$ cat src/rtl/axi_4_slave_controller_pkg.sv
// rtl/axi_4_slave_controller_pkg.sv - shared states and response codes for the slave handshake controller
package axi_4_slave_controller_pkg;

    typedef enum logic [2:0] {
        SLAVE_IDLE,
        RD_REQ,
        RD_WAIT,
        RD_RESP,
        WR_DATA,
        WR_RESP
    } axi_4_slave_states_e;

    localparam logic [1:0] AXI_RESP_OKAY   = 2'b00;
    localparam logic [1:0] AXI_RESP_SLVERR = 2'b10;

endpackage

$ cat src/rtl/axi_4_slave_controller_if.sv
// rtl/axi_4_slave_controller_if.sv - master/memory handshake bundle seen by the slave controller
interface axi_4_slave_controller_if #(
    parameter int LEN_W = 8
);
    logic             m_arvalid;
    logic [LEN_W-1:0] m_arlen;
    logic             m_rready;
    logic             m_awvalid;
    logic [LEN_W-1:0] m_awlen;
    logic             m_wvalid;
    logic             m_wlast;
    logic             m_bready;
    logic             mem_rd_valid;
    logic             mem_wr_ready;

    logic             s_arready;
    logic             s_rvalid;
    logic             s_rlast;
    logic             s_awready;
    logic             s_wready;
    logic             s_bvalid;
    logic [1:0]       s_bresp;
    logic             mem_rd_req;
    logic             rd_capture;
    logic             mem_wr_en;
    logic             latch_raddr;
    logic             latch_waddr;
    logic [LEN_W-1:0] beat_cnt;

    modport slave (
        input  m_arvalid, m_arlen, m_rready, m_awvalid, m_awlen,
               m_wvalid, m_wlast, m_bready, mem_rd_valid, mem_wr_ready,
        output s_arready, s_rvalid, s_rlast, s_awready, s_wready, s_bvalid, s_bresp,
               mem_rd_req, rd_capture, mem_wr_en, latch_raddr, latch_waddr, beat_cnt
    );

    modport master (
        output m_arvalid, m_arlen, m_rready, m_awvalid, m_awlen,
               m_wvalid, m_wlast, m_bready, mem_rd_valid, mem_wr_ready,
        input  s_arready, s_rvalid, s_rlast, s_awready, s_wready, s_bvalid, s_bresp,
               mem_rd_req, rd_capture, mem_wr_en, latch_raddr, latch_waddr, beat_cnt
    );

endinterface

$ cat src/rtl/axi_4_slave_controller.sv
// rtl/axi_4_slave_controller.sv - memory-side AXI4 handshake controller, one read or write burst in flight
module axi_4_slave_controller
    import axi_4_slave_controller_pkg::*;
#(
    parameter int LEN_W      = 8,
    parameter bit STRICT_LEN = 1'b1
) (
    input  logic clk,
    input  logic reset,
    axi_4_slave_controller_if.slave bus
);

    axi_4_slave_states_e state_q, state_d;
    logic [LEN_W-1:0]    beat_cnt_q, beat_cnt_d;
    logic [LEN_W-1:0]    len_q, len_d;
    logic                err_q, err_d;
    logic                rvalid_q, rvalid_d;
    logic                bvalid_q, bvalid_d;
    logic                w_hs;
    logic                at_len;

    always_comb begin
        state_d    = state_q;
        beat_cnt_d = beat_cnt_q;
        len_d      = len_q;
        err_d      = err_q;
        rvalid_d   = rvalid_q;
        bvalid_d   = bvalid_q;
        w_hs       = 1'b0;
        at_len     = (beat_cnt_q == len_q);

        bus.s_arready   = 1'b0;
        bus.s_awready   = 1'b0;
        bus.s_wready    = 1'b0;
        bus.mem_rd_req  = 1'b0;
        bus.rd_capture  = 1'b0;
        bus.mem_wr_en   = 1'b0;
        bus.latch_raddr = 1'b0;
        bus.latch_waddr = 1'b0;

        case (state_q)
            SLAVE_IDLE: begin
                bus.s_arready = 1'b1;
                bus.s_awready = !bus.m_arvalid;
                bus.s_wready  = bus.m_awvalid && !bus.m_arvalid && bus.mem_wr_ready;
                if (bus.m_arvalid) begin
                    bus.latch_raddr = 1'b1;
                    len_d           = bus.m_arlen;
                    beat_cnt_d      = '0;
                    state_d         = RD_REQ;
                end else if (bus.m_awvalid) begin
                    bus.latch_waddr = 1'b1;
                    len_d           = bus.m_awlen;
                    beat_cnt_d      = '0;
                    state_d         = WR_DATA;
                    // First beat may ride along with its address; it is beat 0 of the new burst.
                    w_hs   = bus.m_wvalid && bus.mem_wr_ready;
                    at_len = (bus.m_awlen == '0);
                    if (w_hs) begin
                        bus.mem_wr_en = 1'b1;
                        beat_cnt_d    = LEN_W'(1);
                        if (bus.m_wlast || at_len) begin
                            err_d    = STRICT_LEN && (bus.m_wlast != at_len);
                            bvalid_d = 1'b1;
                            state_d  = WR_RESP;
                        end
                    end
                end
            end
            RD_REQ: begin
                bus.mem_rd_req = 1'b1;
                state_d        = RD_WAIT;
            end
            RD_WAIT: begin
                bus.rd_capture = bus.mem_rd_valid;
                if (bus.mem_rd_valid) begin
                    rvalid_d = 1'b1;
                    state_d  = RD_RESP;
                end
            end
            RD_RESP: begin
                if (bus.m_rready) begin
                    rvalid_d = 1'b0;
                    if (at_len) begin
                        beat_cnt_d = '0;
                        state_d    = SLAVE_IDLE;
                    end else begin
                        beat_cnt_d = beat_cnt_q + 1'b1;
                        state_d    = RD_REQ;
                    end
                end
            end
            WR_DATA: begin
                bus.s_wready = bus.mem_wr_ready;
                w_hs         = bus.m_wvalid && bus.mem_wr_ready;
                if (w_hs) begin
                    bus.mem_wr_en = 1'b1;
                    beat_cnt_d    = beat_cnt_q + 1'b1;
                    // Either side may end the burst; disagreement is only flagged in strict mode.
                    if (bus.m_wlast || at_len) begin
                        err_d    = STRICT_LEN && (bus.m_wlast != at_len);
                        bvalid_d = 1'b1;
                        state_d  = WR_RESP;
                    end
                end
            end
            WR_RESP: begin
                if (bus.m_bready) begin
                    bvalid_d   = 1'b0;
                    err_d      = 1'b0;
                    beat_cnt_d = '0;
                    state_d    = SLAVE_IDLE;
                end
            end
            default: state_d = SLAVE_IDLE;
        endcase
    end

    always_ff @(posedge clk or negedge reset) begin
        if (!reset) begin
            state_q    <= SLAVE_IDLE;
            beat_cnt_q <= '0;
            len_q      <= '0;
            err_q      <= 1'b0;
            rvalid_q   <= 1'b0;
            bvalid_q   <= 1'b0;
        end else begin
            state_q    <= state_d;
            beat_cnt_q <= beat_cnt_d;
            len_q      <= len_d;
            err_q      <= err_d;
            rvalid_q   <= rvalid_d;
            bvalid_q   <= bvalid_d;
        end
    end

    assign bus.s_rvalid = rvalid_q;
    assign bus.s_rlast  = rvalid_q && (beat_cnt_q == len_q);
    assign bus.s_bvalid = bvalid_q;
    assign bus.s_bresp  = (bvalid_q && err_q) ? AXI_RESP_SLVERR : AXI_RESP_OKAY;
    assign bus.beat_cnt = beat_cnt_q;

endmodule

$ cat src/flat_wrapper.sv
// flat-port wrapper written by rule: the top's interface ports become plain ports
module axi_4_slave_controller_flat import axi_4_slave_controller_pkg::*;
#(
    parameter int LEN_W      = 8,
    parameter bit STRICT_LEN = 1'b1
)
  (clk, reset, bus_m_arvalid, bus_m_arlen, bus_m_rready, bus_m_awvalid, bus_m_awlen, bus_m_wvalid, bus_m_wlast, bus_m_bready, bus_mem_rd_valid, bus_mem_wr_ready, bus_s_arready, bus_s_rvalid, bus_s_rlast, bus_s_awready, bus_s_wready, bus_s_bvalid, bus_s_bresp, bus_mem_rd_req, bus_rd_capture, bus_mem_wr_en, bus_latch_raddr, bus_latch_waddr, bus_beat_cnt);
  axi_4_slave_controller_if #(.LEN_W(LEN_W)) bus_i ();
  input  logic clk;
  input  logic reset;
  input wire logic [$bits(bus_i.m_arvalid)-1:0] bus_m_arvalid;
  input wire logic [$bits(bus_i.m_arlen)-1:0] bus_m_arlen;
  input wire logic [$bits(bus_i.m_rready)-1:0] bus_m_rready;
  input wire logic [$bits(bus_i.m_awvalid)-1:0] bus_m_awvalid;
  input wire logic [$bits(bus_i.m_awlen)-1:0] bus_m_awlen;
  input wire logic [$bits(bus_i.m_wvalid)-1:0] bus_m_wvalid;
  input wire logic [$bits(bus_i.m_wlast)-1:0] bus_m_wlast;
  input wire logic [$bits(bus_i.m_bready)-1:0] bus_m_bready;
  input wire logic [$bits(bus_i.mem_rd_valid)-1:0] bus_mem_rd_valid;
  input wire logic [$bits(bus_i.mem_wr_ready)-1:0] bus_mem_wr_ready;
  output wire logic [$bits(bus_i.s_arready)-1:0] bus_s_arready;
  output wire logic [$bits(bus_i.s_rvalid)-1:0] bus_s_rvalid;
  output wire logic [$bits(bus_i.s_rlast)-1:0] bus_s_rlast;
  output wire logic [$bits(bus_i.s_awready)-1:0] bus_s_awready;
  output wire logic [$bits(bus_i.s_wready)-1:0] bus_s_wready;
  output wire logic [$bits(bus_i.s_bvalid)-1:0] bus_s_bvalid;
  output wire logic [$bits(bus_i.s_bresp)-1:0] bus_s_bresp;
  output wire logic [$bits(bus_i.mem_rd_req)-1:0] bus_mem_rd_req;
  output wire logic [$bits(bus_i.rd_capture)-1:0] bus_rd_capture;
  output wire logic [$bits(bus_i.mem_wr_en)-1:0] bus_mem_wr_en;
  output wire logic [$bits(bus_i.latch_raddr)-1:0] bus_latch_raddr;
  output wire logic [$bits(bus_i.latch_waddr)-1:0] bus_latch_waddr;
  output wire logic [$bits(bus_i.beat_cnt)-1:0] bus_beat_cnt;
  assign bus_i.m_arvalid = bus_m_arvalid;
  assign bus_i.m_arlen = bus_m_arlen;
  assign bus_i.m_rready = bus_m_rready;
  assign bus_i.m_awvalid = bus_m_awvalid;
  assign bus_i.m_awlen = bus_m_awlen;
  assign bus_i.m_wvalid = bus_m_wvalid;
  assign bus_i.m_wlast = bus_m_wlast;
  assign bus_i.m_bready = bus_m_bready;
  assign bus_i.mem_rd_valid = bus_mem_rd_valid;
  assign bus_i.mem_wr_ready = bus_mem_wr_ready;
  assign bus_s_arready = bus_i.s_arready;
  assign bus_s_rvalid = bus_i.s_rvalid;
  assign bus_s_rlast = bus_i.s_rlast;
  assign bus_s_awready = bus_i.s_awready;
  assign bus_s_wready = bus_i.s_wready;
  assign bus_s_bvalid = bus_i.s_bvalid;
  assign bus_s_bresp = bus_i.s_bresp;
  assign bus_mem_rd_req = bus_i.mem_rd_req;
  assign bus_rd_capture = bus_i.rd_capture;
  assign bus_mem_wr_en = bus_i.mem_wr_en;
  assign bus_latch_raddr = bus_i.latch_raddr;
  assign bus_latch_waddr = bus_i.latch_waddr;
  assign bus_beat_cnt = bus_i.beat_cnt;
  axi_4_slave_controller #(.LEN_W(LEN_W), .STRICT_LEN(STRICT_LEN)) u_core (.clk(clk), .reset(reset), .bus(bus_i));
endmodule
$ cat config.mk
export PLATFORM = sky130hd
export DESIGN_NAME = axi_4_slave_controller_flat
export DESIGN_NICKNAME = d
export VERILOG_FILES = /design/src/rtl/axi_4_slave_controller_pkg.sv /design/src/rtl/axi_4_slave_controller_if.sv /design/src/rtl/axi_4_slave_controller.sv /design/src/flat_wrapper.sv
export SDC_FILE = /design/constraint.sdc
export NUM_CORES = 1
export LEC_CHECK = 0
export ABC_AREA = 0
export ABC_CLOCK_PERIOD_IN_PS = 2250
export CAP_MARGIN = 20
export CORE_UTILIZATION = 47
export CTS_BUF_LIST = sky130_fd_sc_hd__clkbuf_4 sky130_fd_sc_hd__clkbuf_8 sky130_fd_sc_hd__clkbuf_16
export CTS_CLUSTER_DIAMETER = 200
export DETAILED_ROUTE_END_ITERATION = 8
export PLACE_DENSITY = 0.88
export SYNTH_ARGS = -nofsm -noshare
export SYNTH_HDL_FRONTEND = slang
export SYNTH_SLANG_ARGS = --single-unit
export TNS_END_PERCENT = 100
$ cat constraint.sdc
create_clock -name clk -period 2.25 [get_ports clk]
set_input_delay 0.45 -clock clk [delete_from_list [all_inputs] [get_ports clk]]
set_output_delay 0.45 -clock clk [all_outputs]
set_load 0.01 [all_outputs]
==> impl_metrics.tcl <==
set metrics [dict create \
    clk_latency_ns 0.32 \
    finClkSkew_ns 0.00947 \
    vias_per_cell 5.58 \
    power_density_nw_per_um2 1130 \
    final_area_um2 2260 \
    cp-start-kind "input pin" \
    start_util 0.505 \
    layout_commonest_cell "clkdlybuf4s50_1" \
    status "finished clean" \
    num_antenna_cells 0 \
    cts.path.max_buffers 2 \
    syn_nets 204 \
    cts_tree "built" \
    grt_antenna_before_repair 0 \
    final_cell_mix "clkdlybuf4s50_1 (37), buf_4 (26), dfrtp_1 (21)" \
    syn_inst 177 \
    muxShareOfSynthArea 0.0507 \
    dp_hpwl_mm 3.23 \
    synth.largest_area_cell "dfrtp_1" \
    synth-compound-area-share 0.216 \
    synth_edf_count 0 \
    syn_avg_cell_area_um2 8.92 \
    rows 20 \
    max-vdd-ir-drop_uv 555 \
    drt_wl_total_mm 4.13 \
    nets 270 \
    setup_tns_ns 0 \
    cts_buffers 3 \
    fp.dieW_um 60.0 \
    grt-ovfl-total 0 \
    post_dp_cell_area_um2 2170 \
    dr.pass1.iters 4 \
    clock_sink_count 22 \
    synth-adder-area-share 0.00792 \
    min_period_ns 2.15 \
    area_delta_synth_final_pct 43.1 \
    cts_root_buffer "clkbuf_4" \
    clk_pin_slew_ns 0.13 \
    detail_route.wl_per_cell_um 14.4 \
    dr.first_iter.drc_count 102 \
    path_class "input pin to output pin" \
    portBuffers 45 \
    ant_nets 0 \
    core_um2 3130 \
    fin_cells 286 \
    place_congestion 0.882 \
    netlist_area_um2 1580 \
    synth_top_family_by_area "simple AND/OR/NAND/NOR gates" \
    die_y_um 60.0 \
    die-area_um2 3600 \
    maxCapViolations 0 \
    hold_path_class "input pin to asynchronous set/reset pin" \
    required_ns 1.80 \
    dp_cells 276 \
    grt_max_degree 23 \
    grt_use_total 0.256 \
    end_kind "output pin" \
    layout-drive-gt1-share 0.202 \
    fmax_ghz 0.466 \
    synth_top_area_frac 0.349 \
    synth_warnings 0 \
    ys_types 56 \
    ys_seq_area_frac 0.349 \
    path_max_fanout 4 \
    num_io_pins 47 \
    cp_data_arrival_time_ns 1.70 \
    fin_crit_sh 0.954 \
    synth_ff_type "dfrtp_1" \
    yosys.area_share.simple 0.271 \
    p_leak_nw 0.991 \
    synth-xor-area-share 0.0499 \
    synth_seq_cells 22 \
    num_vias 1597 \
    grt_pass1_wl_mm 6.73 \
    async_flop_share 1.00 \
    cts-htree-levels 1 \
    final_hold_viol_count 0 \
    drv_slew 0 \
    setup_viol 0 \
    ys_top_cells_by_area "dfrtp_1 (35%), mux2i_1 (5.1%), xor2_1 (5.0%), nor2_1 (4.0%), nand2_1 (3.8%)" \
    rsz0062_at_grt "false" \
    drcViolationCount 0 \
    grt_pass1_vias 1431 \
]
## synth_stat cells, types with 4 or more instances
cell type	count
nand3_1	5
mux2i_1	8
nand2_1	16
inv_1	5
and2_1	6
a21oi_1	11
xor2_1	9
nor4_2	4
buf_2	5
and3_1	4
dfrtp_1	22
nor2_1	17
## worst max-delay path, cell delays in order
cell and delay, ns:
clkdlybuf4s50_1 0.52, nor2b_1 0.08, o211a_1 0.22, and2_1 0.15, dlygate4sd2_1 0.27
## stage by stage
stage          hold WS (ns)  power [mW]  setup slack (ns)   util
6_report              0.454        2.56             0.103  0.722
4_1_cts               0.462        2.56            0.0355  0.721
2_1_floorplan         0.154        1.68             0.436      -
5_1_grt               0.470        2.74            0.0302  0.722
3_3_place_gp          0.488        2.19           -0.0918  0.694
3_5_place_dp          0.493        2.25            -0.109  0.694
## final timing paths
kind	start	to	slack [ns]	cells past startpoint
hold reg to reg	u_core.bus.s_bvalid	u_core.bus.s_bvalid	0.52	1
setup reg to reg	u_core.state_q[1]	u_core.state_q[0]	0.30	6
hold / removal	reset	u_core.bus.beat_cnt[2]	0.45	2
min in group clk	u_core.bus.s_bvalid	u_core.bus.s_bvalid	0.52	1
max in group asynchronous	reset	u_core.state_q[2]	1.56	2
setup / recovery	bus_m_arvalid	bus_mem_wr_en	0.10	5
## where the power goes
| group | internal (mW) | switching [mW] |
|---|---|---|
| registers | 0.578 | 0.151 |
| clock network | 0.180 | 0.129 |
| logic | 0.716 | 0.804 |
## routing by layer
metal / part of all wire / track usage / vias up / routed length (µm)
met5: 0 / 0 / - / 0
met4: 0.0085 / 0.0432 / 0 / 35
met3: 0.047 / 0.0563 / 8 / 196
met2: 0.50 / 0.438 / 59 / 2060
met1: 0.45 / 0.333 / 762 / 1840
li1: - / - / 768 / -
## repair_timing
action | 4_1_cts | 5_1_grt
gates resized for setup | 10 | 2
pin swaps | 2 | 2
endpoints found under the setup margin | 8 | 1
gates cloned | 0 | 0
buffers inserted | 5 | 1
hold buffers | 0 | 0
## flip-flops by register name, indices dropped and copies added (netlist names)
| name | count |
|---|---|
| u_core.bus.s_bvalid | 1 |
| u_core.err_q | 1 |
| u_core.bus.beat_cnt | 8 |
| u_core.len_q | 8 |
| u_core.bus.s_rvalid | 1 |
| u_core.state_q | 3 |
## area by class of cell
class                   instances  area (µm²)
inverters                       6        22.5
repair buffers                 71         632
multi-input cells             139         946
flip-flops and latches         22         552
well taps                      44        55.1
clock inverters                 1        30.0
fillers                       251         868
clock buffers                   3        22.5
## kinds of logic (layout without fill, tap and decap cells)
kind of cell,after synthesis,in the layout
compound gates,45,45
flops,22,22
other cells,1,1
fa+ha+maj,1,1
xor+xnor,9,9
mux,8,8
simple gates,75,75
buf+inv,16,81
Note: power is estimated with default switching activity, not from simulation.
